### src/rtl/clock_gate.sv
// Emulation clock-control unit: glitch-free gated DUT / FF-scan / RAM-scan clocks,
// pause flag, executed-cycle counter and single-step countdown.
`timescale 1ns/1ps

module clock_gate_cell (
    input  logic clk,
    input  logic resetn,
    input  logic en,
    output logic gclk
);

    logic en_lat;

    // Transparent while clk is low, so an enable change during the high phase
    // only reaches the output from the next rising edge.
    always_latch begin
        if (!resetn) begin
            en_lat <= 1'b0;
        end else if (!clk) begin
            en_lat <= en;
        end
    end

    assign gclk = clk & en_lat;

endmodule

module clock_gate #(
    parameter int CNT_W = 64
) (
    input  logic             clk,
    input  logic             resetn,
    input  logic             trig,
    input  logic             do_pause,
    input  logic             do_resume,
    input  logic             dut_stall,
    input  logic             ff_scan,
    input  logic             ram_scan,
    input  logic             count_write,
    input  logic [CNT_W-1:0] count_wdata,
    input  logic             step_write,
    input  logic [CNT_W-1:0] step_wdata,
    output logic             pause,
    output logic             run_en,
    output logic             dut_clk,
    output logic             ff_clk,
    output logic             ram_clk,
    output logic [CNT_W-1:0] count,
    output logic [CNT_W-1:0] step,
    output logic             step_trig
);

    localparam int NUM_GATES = 3;

    logic             pause_reg;
    logic             pause_next;
    logic [CNT_W-1:0] count_reg;
    logic [CNT_W-1:0] count_next;
    logic [CNT_W-1:0] step_reg;
    logic [CNT_W-1:0] step_next;
    logic [NUM_GATES-1:0] gate_en;
    logic [NUM_GATES-1:0] gate_clk;

    assign run_en = !pause_reg && !dut_stall;

    always_comb begin
        count_next = count_reg;
        if (count_write) begin
            count_next = count_wdata;
        end else if (run_en) begin
            count_next = count_reg + 1'b1;
        end
    end

    // A zero step count is idle and never decrements or re-fires the trigger.
    always_comb begin
        step_next = step_reg;
        if (step_write) begin
            step_next = step_wdata;
        end else if (step_reg == '0) begin
            step_next = '0;
        end else if (run_en) begin
            step_next = step_reg - 1'b1;
        end
    end

    assign step_trig = (step_reg != '0) && (step_next == '0);

    always_comb begin
        pause_next = pause_reg;
        if (trig || step_trig || do_pause) begin
            pause_next = 1'b1;
        end else if (do_resume) begin
            pause_next = 1'b0;
        end
    end

    always_ff @(posedge clk or negedge resetn) begin
        if (!resetn) begin
            pause_reg <= 1'b0;
            count_reg <= '0;
            step_reg  <= '0;
        end else begin
            pause_reg <= pause_next;
            count_reg <= count_next;
            step_reg  <= step_next;
        end
    end

    assign gate_en[0] = run_en;
    assign gate_en[1] = run_en || ff_scan;
    assign gate_en[2] = run_en || ram_scan;

    generate
        for (genvar gi = 0; gi < NUM_GATES; gi++) begin : g_gate
            clock_gate_cell u_cell (
                .clk    (clk),
                .resetn (resetn),
                .en     (gate_en[gi]),
                .gclk   (gate_clk[gi])
            );
        end
    endgenerate

    assign dut_clk = gate_clk[0];
    assign ff_clk  = gate_clk[1];
    assign ram_clk = gate_clk[2];
    assign pause   = pause_reg;
    assign count   = count_reg;
    assign step    = step_reg;

endmodule

### config.mk
export PLATFORM = sky130hd
export DESIGN_NAME = clock_gate
export DESIGN_NICKNAME = d
export VERILOG_FILES = /design/src/rtl/clock_gate.sv
export SDC_FILE = /design/constraint.sdc
export NUM_CORES = 1
export LEC_CHECK = 0
export ABC_AREA = 1
export CAP_MARGIN = 20
export CORE_MARGIN = 3
export CORE_UTILIZATION = 53
export DETAILED_ROUTE_END_ITERATION = 10
export HOLD_SLACK_MARGIN = 0.06
export PLACE_DENSITY = 0.9
export SLEW_MARGIN = 20
export SYNTH_ARGS = -nofsm -noshare
export SYNTH_HDL_FRONTEND = slang
export SYNTH_SLANG_ARGS = --single-unit
### constraint.sdc
create_clock -name clk -period 6.6 [get_ports clk]
set_clock_uncertainty 0.1 [all_clocks]
set_input_delay 1.32 -clock clk [delete_from_list [all_inputs] [get_ports clk]]
set_output_delay 1.32 -clock clk [all_outputs]
set_load 0.02 [all_outputs]
After elaboration in Yosys (flattened, before gate mapping)
Cells that the tools add are included.
{"block": "word_totals", "regBits": 129, "latch_bits": 3, "mem_bits_rw": 0, "mem_bits_ro": 0, "inputBits": 138, "word_cells": 39, "memories": 0}
{"block": "op_classes", "addsub": 2, "n_mul": 0, "n_div": 0, "order_cmp": 0, "eq_ne": 0, "n_shift": 0, "muxes": 15, "bitwise_logic": 3, "reduce_logical": 13}
{"operator": "64-bit 2-to-1 mux", "n": 5}
{"operator": "64-bit zero test", "n": 2}
{"operator": "64-bit by 1-bit adder with 64-bit output, second input constant", "n": 1}
{"operator": "64-bit nonzero test", "n": 1}
{"operator": "64-bit by 1-bit subtractor with 64-bit output, second input constant", "n": 1}
{"operator": "1-bit 2-to-1 mux", "n": 10}
{"operator": "1-bit logical OR", "n": 4}
{"operator": "2-bit nonzero test", "n": 2}
{"operator": "1-bit bitwise AND", "n": 3}
{"operator": "1-bit logical AND", "n": 2}
{"operator": "1-bit zero test", "n": 2}

Longest topological paths before layout
Gate-level depths: netlist of run 1.
{"block": "logic_depth", "word_depth": 10, "ltp_mapped": 18, "mapped_depth_nobuf": 18}

By module
A second synthesis of run 1 with hierarchy kept.
{"block": "hier_totals", "cells_unflattened": 1563, "area_unflattened_um2": 9925.8}
{"mod": "clock_gate", "instances": 1, "cells_each": 1545, "area_each_um2": 9824.4}
{"mod": "clock_gate_cell", "instances": 3, "cells_each": 6, "area_each_um2": 33.8}

==> flow_summary_export.csv, run 1 <==
group,metric,value,unit
run_status,status,"complete, but fails checks",
run_status,violations,"DRC",
clock_tree,post_cts_buffers,0,
drt,final_antenna_net_count,0,
worst_setup_path,crit_fanout,1,
drt,wl,42100,microns
timing,fin_hold_ws,409,ps
worst_setup_path,start_kind,"latch",
worst_hold_path,hold_path.class,"reg -> latch",
worst_setup_path,cp_cell_sequence,"nand2_1, inv_1, dlymetal6s2s_1",
pwr,seq_power_share,30.2,%
clock_tree,cts_tree,"done",
pwr,combPwrFrac,22.3,%
timing,min_period,6330,ps
synthesis,synth.distinct_cells,46,
place,io_buffers,271,
worst_setup_path,criticalPathCategory,"latch -> out",
pwr,power.density,242,nW/um^2
die,io_pins,272,
layout,drive_gt1_share,6.77,%
worst_setup_path,arrival,4910,ps
synthesis,yosysWarnings,0,
timing,period_share,95.9,%
synthesis,syn_area,9780,sq um
place,dp_hpwl,29800,microns
drt,routedWlPerCell,20.3,microns
die,die_area,20100,sq um
global_route,grt_max_degree,131,
synthesis,synth-edff-count,0,
drt,firstDrtPassIters,11,
drt,num_vias,12200,
die,core_area,18000,sq um
layout,postLayoutCoreUtil,76.6,%
worst_setup_path,cp_data_required_time,5180,ps
timing,relSlewSlack,28.0,%
global_route,track_usage,42.9,%
pwr,vdd_drop_max,0.000210,V
synthesis,yosysTopAreaCell,"dfrtp_1",
worst_setup_path,end_kind,"output pin",
layout,layout.nets,1972,
timing,tightest_slew,1080,ps
worst_setup_path,crit_path_max_incr_delay,310,ps
global_route,antenna_found_initial,0,
global_route,grt_pass1_wl,64800,microns
synthesis,postSynthRegisterBits,132,
die,rows,49,
clock_tree,clk_pin_slew,60,ps
timing,fin_setup_tns,0,ps
timing,max_freq,159,MHz
timing,slew_violations,0,
global_route,grt_pass1_vias,11900,
pwr,power.total,3340,uW
die,start_util,54.3,%
run,max_cap_viol_count,0,
synthesis,yosys_most_used_dff,"dfrtp_1",
worst_setup_path,crit_slowest_cell,"dlxtp_1",
clock_tree,insertion_delay,880,ps
synthesis,async_flop_share,97.7,%
pwr,p_sw,1100,uW
die,fp.dieW,142,microns
synthesis,synth_top_area_share,33.0,%
die,die_h,142,microns
drt,viasPerCell,5.89,
pwr,switching_share,32.8,%
global_route,grt_overflow_total,0,
timing,rsz0062_at_grt,"false",
synthesis,synth_fp_nets,1685,
synthesis,syn_inst,1545,
pwr,p_int,2250,uW
timing,setup-violations-final,0,
pwr,clkPwrFrac,47.5,%
layout,insertedDiodeCount,0,
timing,hold_viol_final,0,
synthesis,synth.area.top_cells,"dfrtp_1, nand2_1, nor2_1",
pwr,p_leak,0.00615,uW
drt,drcViolationCount,2,
drt,dr.first_iter.drc_count,1328,
layout,syn2layout_area_growth,41.1,%
place,gp_congestion,1.03,
synthesis,avgSynthCellArea,6.33,sq um
-- worst paths after layout --
path,from,to,slack (ps),cells past startpoint
setup / recovery,g_gate[1].u_cell.en_lat$_DLATCH_P_,ff_clk,270,3
hold / removal,pause$_DFFE_PN0P_,g_gate[1].u_cell.en_lat$_DLATCH_P_,410,3
setup reg to reg,pause$_DFFE_PN0P_,g_gate[0].u_cell.en_lat$_DLATCH_P_,2320,3
hold reg to reg,pause$_DFFE_PN0P_,g_gate[1].u_cell.en_lat$_DLATCH_P_,410,3
max in group gated,resetn,clock gate,2410,6
max in group asynchronous,resetn,step[36]$_DFF_PN0_,3370,5
min in group gated,resetn,clock gate,480,6
min in group asynchronous,resetn,step[16]$_DFF_PN0_,2450,5
-- final cells by class --
class                      count  area, sq um
multi-input combinational   1230         5790
timing repair buffer         280         2780
sequential                   132         3270
inverter                     148          556
clock buffer                  39          896
tap                          229          287
clock inverter                18          218
fill                        1359         4230
-- cells in the mapped netlist, types with 2 or more instances --
library cell,number
nand4_2,2
clkinv_1,2
nand3b_1,17
clkbuf_1,24
o211ai_1,32
nand3_2,3
nand2_1,587
xor2_1,39
nor3_1,29
a21boi_1,2
inv_2,2
dlxtp_1,3
o311ai_0,2
nor4_1,5
o21a_1,2
buf_2,2
buf_6,5
nand4_1,18
a21oi_1,8
o21ai_0,15
dfrtp_1,129
nor2_2,26
nand3_1,88
o221ai_1,7
xnor2_1,23
a211oi_1,2
and2_1,6
nand2_2,9
nor2_1,263
nand2_4,2
o21ai_1,6
nor2_4,13
nor3_2,3
inv_1,147
ha_1,2
a31oi_1,2
o21bai_1,9
-- placed cells by master, fill, tap and decap left out, drive strengths merged --
| master | synthesis | routed |
|---|---|---|
| clkinv | 2 | 8 |
| nor3 | 32 | 32 |
| o21a | 2 | 2 |
| a211oi | 2 | 2 |
| clkbuf | 24 | 36 |
| nand4 | 20 | 20 |
| a31oi | 2 | 2 |
| o211ai | 32 | 32 |
| buf | 8 | 11 |
| o21bai | 10 | 10 |
| nand3 | 91 | 91 |
| dfrtp | 129 | 129 |
| nor2 | 302 | 302 |
| a22o | 1 | 1 |
| and2 | 6 | 6 |
| nor4 | 5 | 5 |
| nor3b | 1 | 1 |
| xnor2 | 23 | 23 |
| o311ai | 2 | 2 |
| bufinv | 0 | 4 |
| and3 | 1 | 1 |
| clkinvlp | 0 | 2 |
| o31ai | 1 | 1 |
| ha | 2 | 2 |
| clkdlybuf4s50 | 0 | 265 |
| dlygate4sd3 | 0 | 4 |
| o21ai | 22 | 22 |
| dlymetal6s2s | 0 | 3 |
| a21oi | 9 | 9 |
| dlxtp | 3 | 3 |
| o221ai | 7 | 7 |
| nand3b | 17 | 17 |
| inv | 149 | 152 |
| a21boi | 3 | 3 |
| xor2 | 39 | 39 |
| nand2 | 598 | 598 |
-- timing repair --
item	4_1_cts	5_1_grt
endpoints found under the setup margin	0	6
gates resized for setup	0	3
hold buffers	4	0
hold endpoints to repair	1	0
-- logic make-up after synthesis --
family	count (synthesis)	share of synthesized area, %
xor+xnor	62	5.55
fa+ha+maj	2	0.256
compound gates	93	6.56
buf+inv	183	7.43
simple gates	1073	46.7
latches	3	0.460
flops	129	33.0
-- routing by layer --
layer  wire length [microns]  GRT usage [%]  share of wire, %  up-vias
met5                       0              0                 0        -
met4                    2660           28.6               6.3        0
met3                    4950           15.0                12      245
met2                   19600           67.5                46     1000
met1                   15000           49.2                35     5534
li1                        -              -                 -     5440
-- power by group through the flow --
stage               Sequential [uW]  Combinational, uW  Clock [uW]
finish                         1010                746        1590
global route                   1020                803        1640
CTS                            1000                734        1580
detailed placement             1010                720        18.2
global placement               1010                709        18.2
floorplan                      1060                288        10.8
-- stage by stage --
| step | cells | setup WS (ps) | cell area, sq um |
|---|---|---|---|
| floorplan | 1545 | 1410 | 9780 |
| global placement | 2021 | 496 | 12700 |
| detailed placement | 2021 | 512 | 12700 |
| CTS | 2076 | 118 | 13800 |
| global route | 2076 | 128 | 13800 |
| finish | 2076 | 272 | 13800 |
-- worst max-delay path, delay by kind of cell (launching register included) --
family	cells	cell delay, ps
latches	1	310
buf+inv	2	340
simple gates	1	50
Note: power is estimated with default switching activity, not from simulation.
==> inputs of run 2 (changes only) <==
--- a/config.mk
+++ b/config.mk
@@ -11,7 +11,8 @@
 export CORE_UTILIZATION = 53
 export DETAILED_ROUTE_END_ITERATION = 10
 export HOLD_SLACK_MARGIN = 0.06
-export PLACE_DENSITY = 0.9
+export PLACE_DENSITY = 0.95
+export SKIP_LAST_GASP = 1
 export SLEW_MARGIN = 20
 export SYNTH_ARGS = -nofsm -noshare
 export SYNTH_HDL_FRONTEND = slang
==> flow_summary_export.csv, run 2 (synthesis results as in run 1) <==
group,metric,value,unit
worst_setup_path,cp_data_required_time,5180,ps
global_route,track_usage,41.3,%
worst_setup_path,criticalPathCategory,"latch -> out",
pwr,vdd_drop_max,0.000192,V
layout,syn2layout_area_growth,40.4,%
place,gp_congestion,1.03,
timing,max_freq,156,MHz
worst_setup_path,crit_fanout,1,
run_status,status,"finished clean",
pwr,power.density,236,nW/um^2
clock_tree,insertion_delay,550,ps
timing,slew_violations,0,
layout,final_common_cell,"nand2_1",
drt,wl,40900,microns
drt,firstDrtPassIters,8,
die,rows,49,
drt,routedWlPerCell,19.7,microns
global_route,antenna_found_initial,1,
worst_hold_path,hold_path.class,"in -> gate",
timing,setup-violations-final,0,
worst_setup_path,rr_worst_depth,3,
place,io_buffers,271,
timing,fin_setup_tns,0,ps
die,die_h,142,microns
clock_tree,cts_tree,"done",
die,core_area,18000,sq um
drt,num_vias,12000,
worst_hold_path,holdPathStages,5,
die,io_pins,272,
layout,fill_cells,1380,
die,die_area,20100,sq um
timing,tightest_slew,984,ps
drt,drcViolationCount,0,
die,fp.dieW,142,microns
drt,final_antenna_net_count,0,
worst_setup_path,start_kind,"latch",
layout,layout.nets,1971,
global_route,grt_pass1_wl,63500,microns
die,start_util,54.3,%
drt,viasPerCell,5.77,
pwr,p_leak,0.00607,uW
worst_setup_path,arrival,5030,ps
timing,min_period,6450,ps
timing,relSlewSlack,34.3,%
timing,rsz0062_at_grt,"false",
timing,period_share,97.7,%
global_route,grt_max_degree,69,
global_route,grt_pass1_vias,11800,
place,dp_hpwl,29900,microns
place,dpl.cell_count,2021,
global_route,grt_overflow_total,0,
timing,hold_viol_final,0,
drt,dr.first_iter.drc_count,1296,
worst_setup_path,end_kind,"output pin",
run,max_cap_viol_count,0,
layout,drive_gt1_share,6.72,%
clock_tree,clk_pin_slew,30,ps
layout,final_cell_mix,"nand2_1, clkdlybuf4s50_1, nor2_1",
layout,final_cells,2076,
-- run 2: what timing repair did --
| action | in CTS | in global routing |
|---|---|---|
| hold buffers | 3 | 0 |
| endpoints found under the hold margin | 1 | 0 |
| endpoints found under the setup margin | 0 | 1 |
| gates resized for setup | 0 | 1 |
| buffers inserted | 0 | 0 |
-- run 2: metal layers --
layer  up-vias  wire [microns]  share of wire [%]  track usage (%)
li1       5440               -                  -                -
met1      5490           15100                 37             48.9
met2       846           19000                 46             66.0
met3       206            4420                 11             12.2
met4         0            2310                5.7             25.2
met5         -               0                  0                0
-- run 2: final timing paths --
| path | endpoint | start | slack [ps] |
|---|---|---|---|
| hold / removal | clock gate | resetn | 180 |
| min in group clk | count[60]$_DFFE_PN0P_ | count[60]$_DFFE_PN0P_ | 490 |
| max in group asynchronous | count[62]$_DFFE_PN0P_ | resetn | 3590 |
| max in group gated | clock gate | resetn | 2590 |
| hold reg to reg | count[60]$_DFFE_PN0P_ | count[60]$_DFFE_PN0P_ | 490 |
| min in group asynchronous | step[44]$_DFF_PN0_ | resetn | 1080 |
| setup / recovery | dut_clk | g_gate[0].u_cell.en_lat$_DLATCH_P_ | 150 |
| setup reg to reg | g_gate[0].u_cell.en_lat$_DLATCH_P_ | pause$_DFFE_PN0P_ | 2030 |
-- run 2: final cells by class --
class	instances	area, sq um	area share (%)
clock buffer	42	920	6.69
antenna	1	2.50	0.0182
sequential	132	3270	23.8
timing repair buffer	279	2760	20.1
inverter	148	556	4.04
clock inverter	15	144	1.05
tap	229	287	2.09
multi-input combinational	1230	5790	42.2
-- run 2: stage by stage --
step                util (%)  cell area, sq um  power (uW)  setup WS [ps]  hold WS, ps
CTS                     76.2             13700        3220            178          165
detailed placement      70.3             12700        1750            287        -1490
global route            76.2             13700        3340           52.5          242
finish                  76.2             13700        3240            151          177
floorplan                  -              9780        1360           1410        -2080
global placement        70.3             12700        1740            332        -1500
-- run 2: worst max-delay path, stage by stage, from the launching register on --
cell and delay (ps):
dlxtp_1 390, nand2_1 70, inv_1 50, clkdlybuf4s50_1 590
-- run 2: power by group --
group / internal [uW] / switching (uW)
sequential: 873 / 133
combinational: 321 / 422
clock: 991 / 499
total: 2190 / 1050
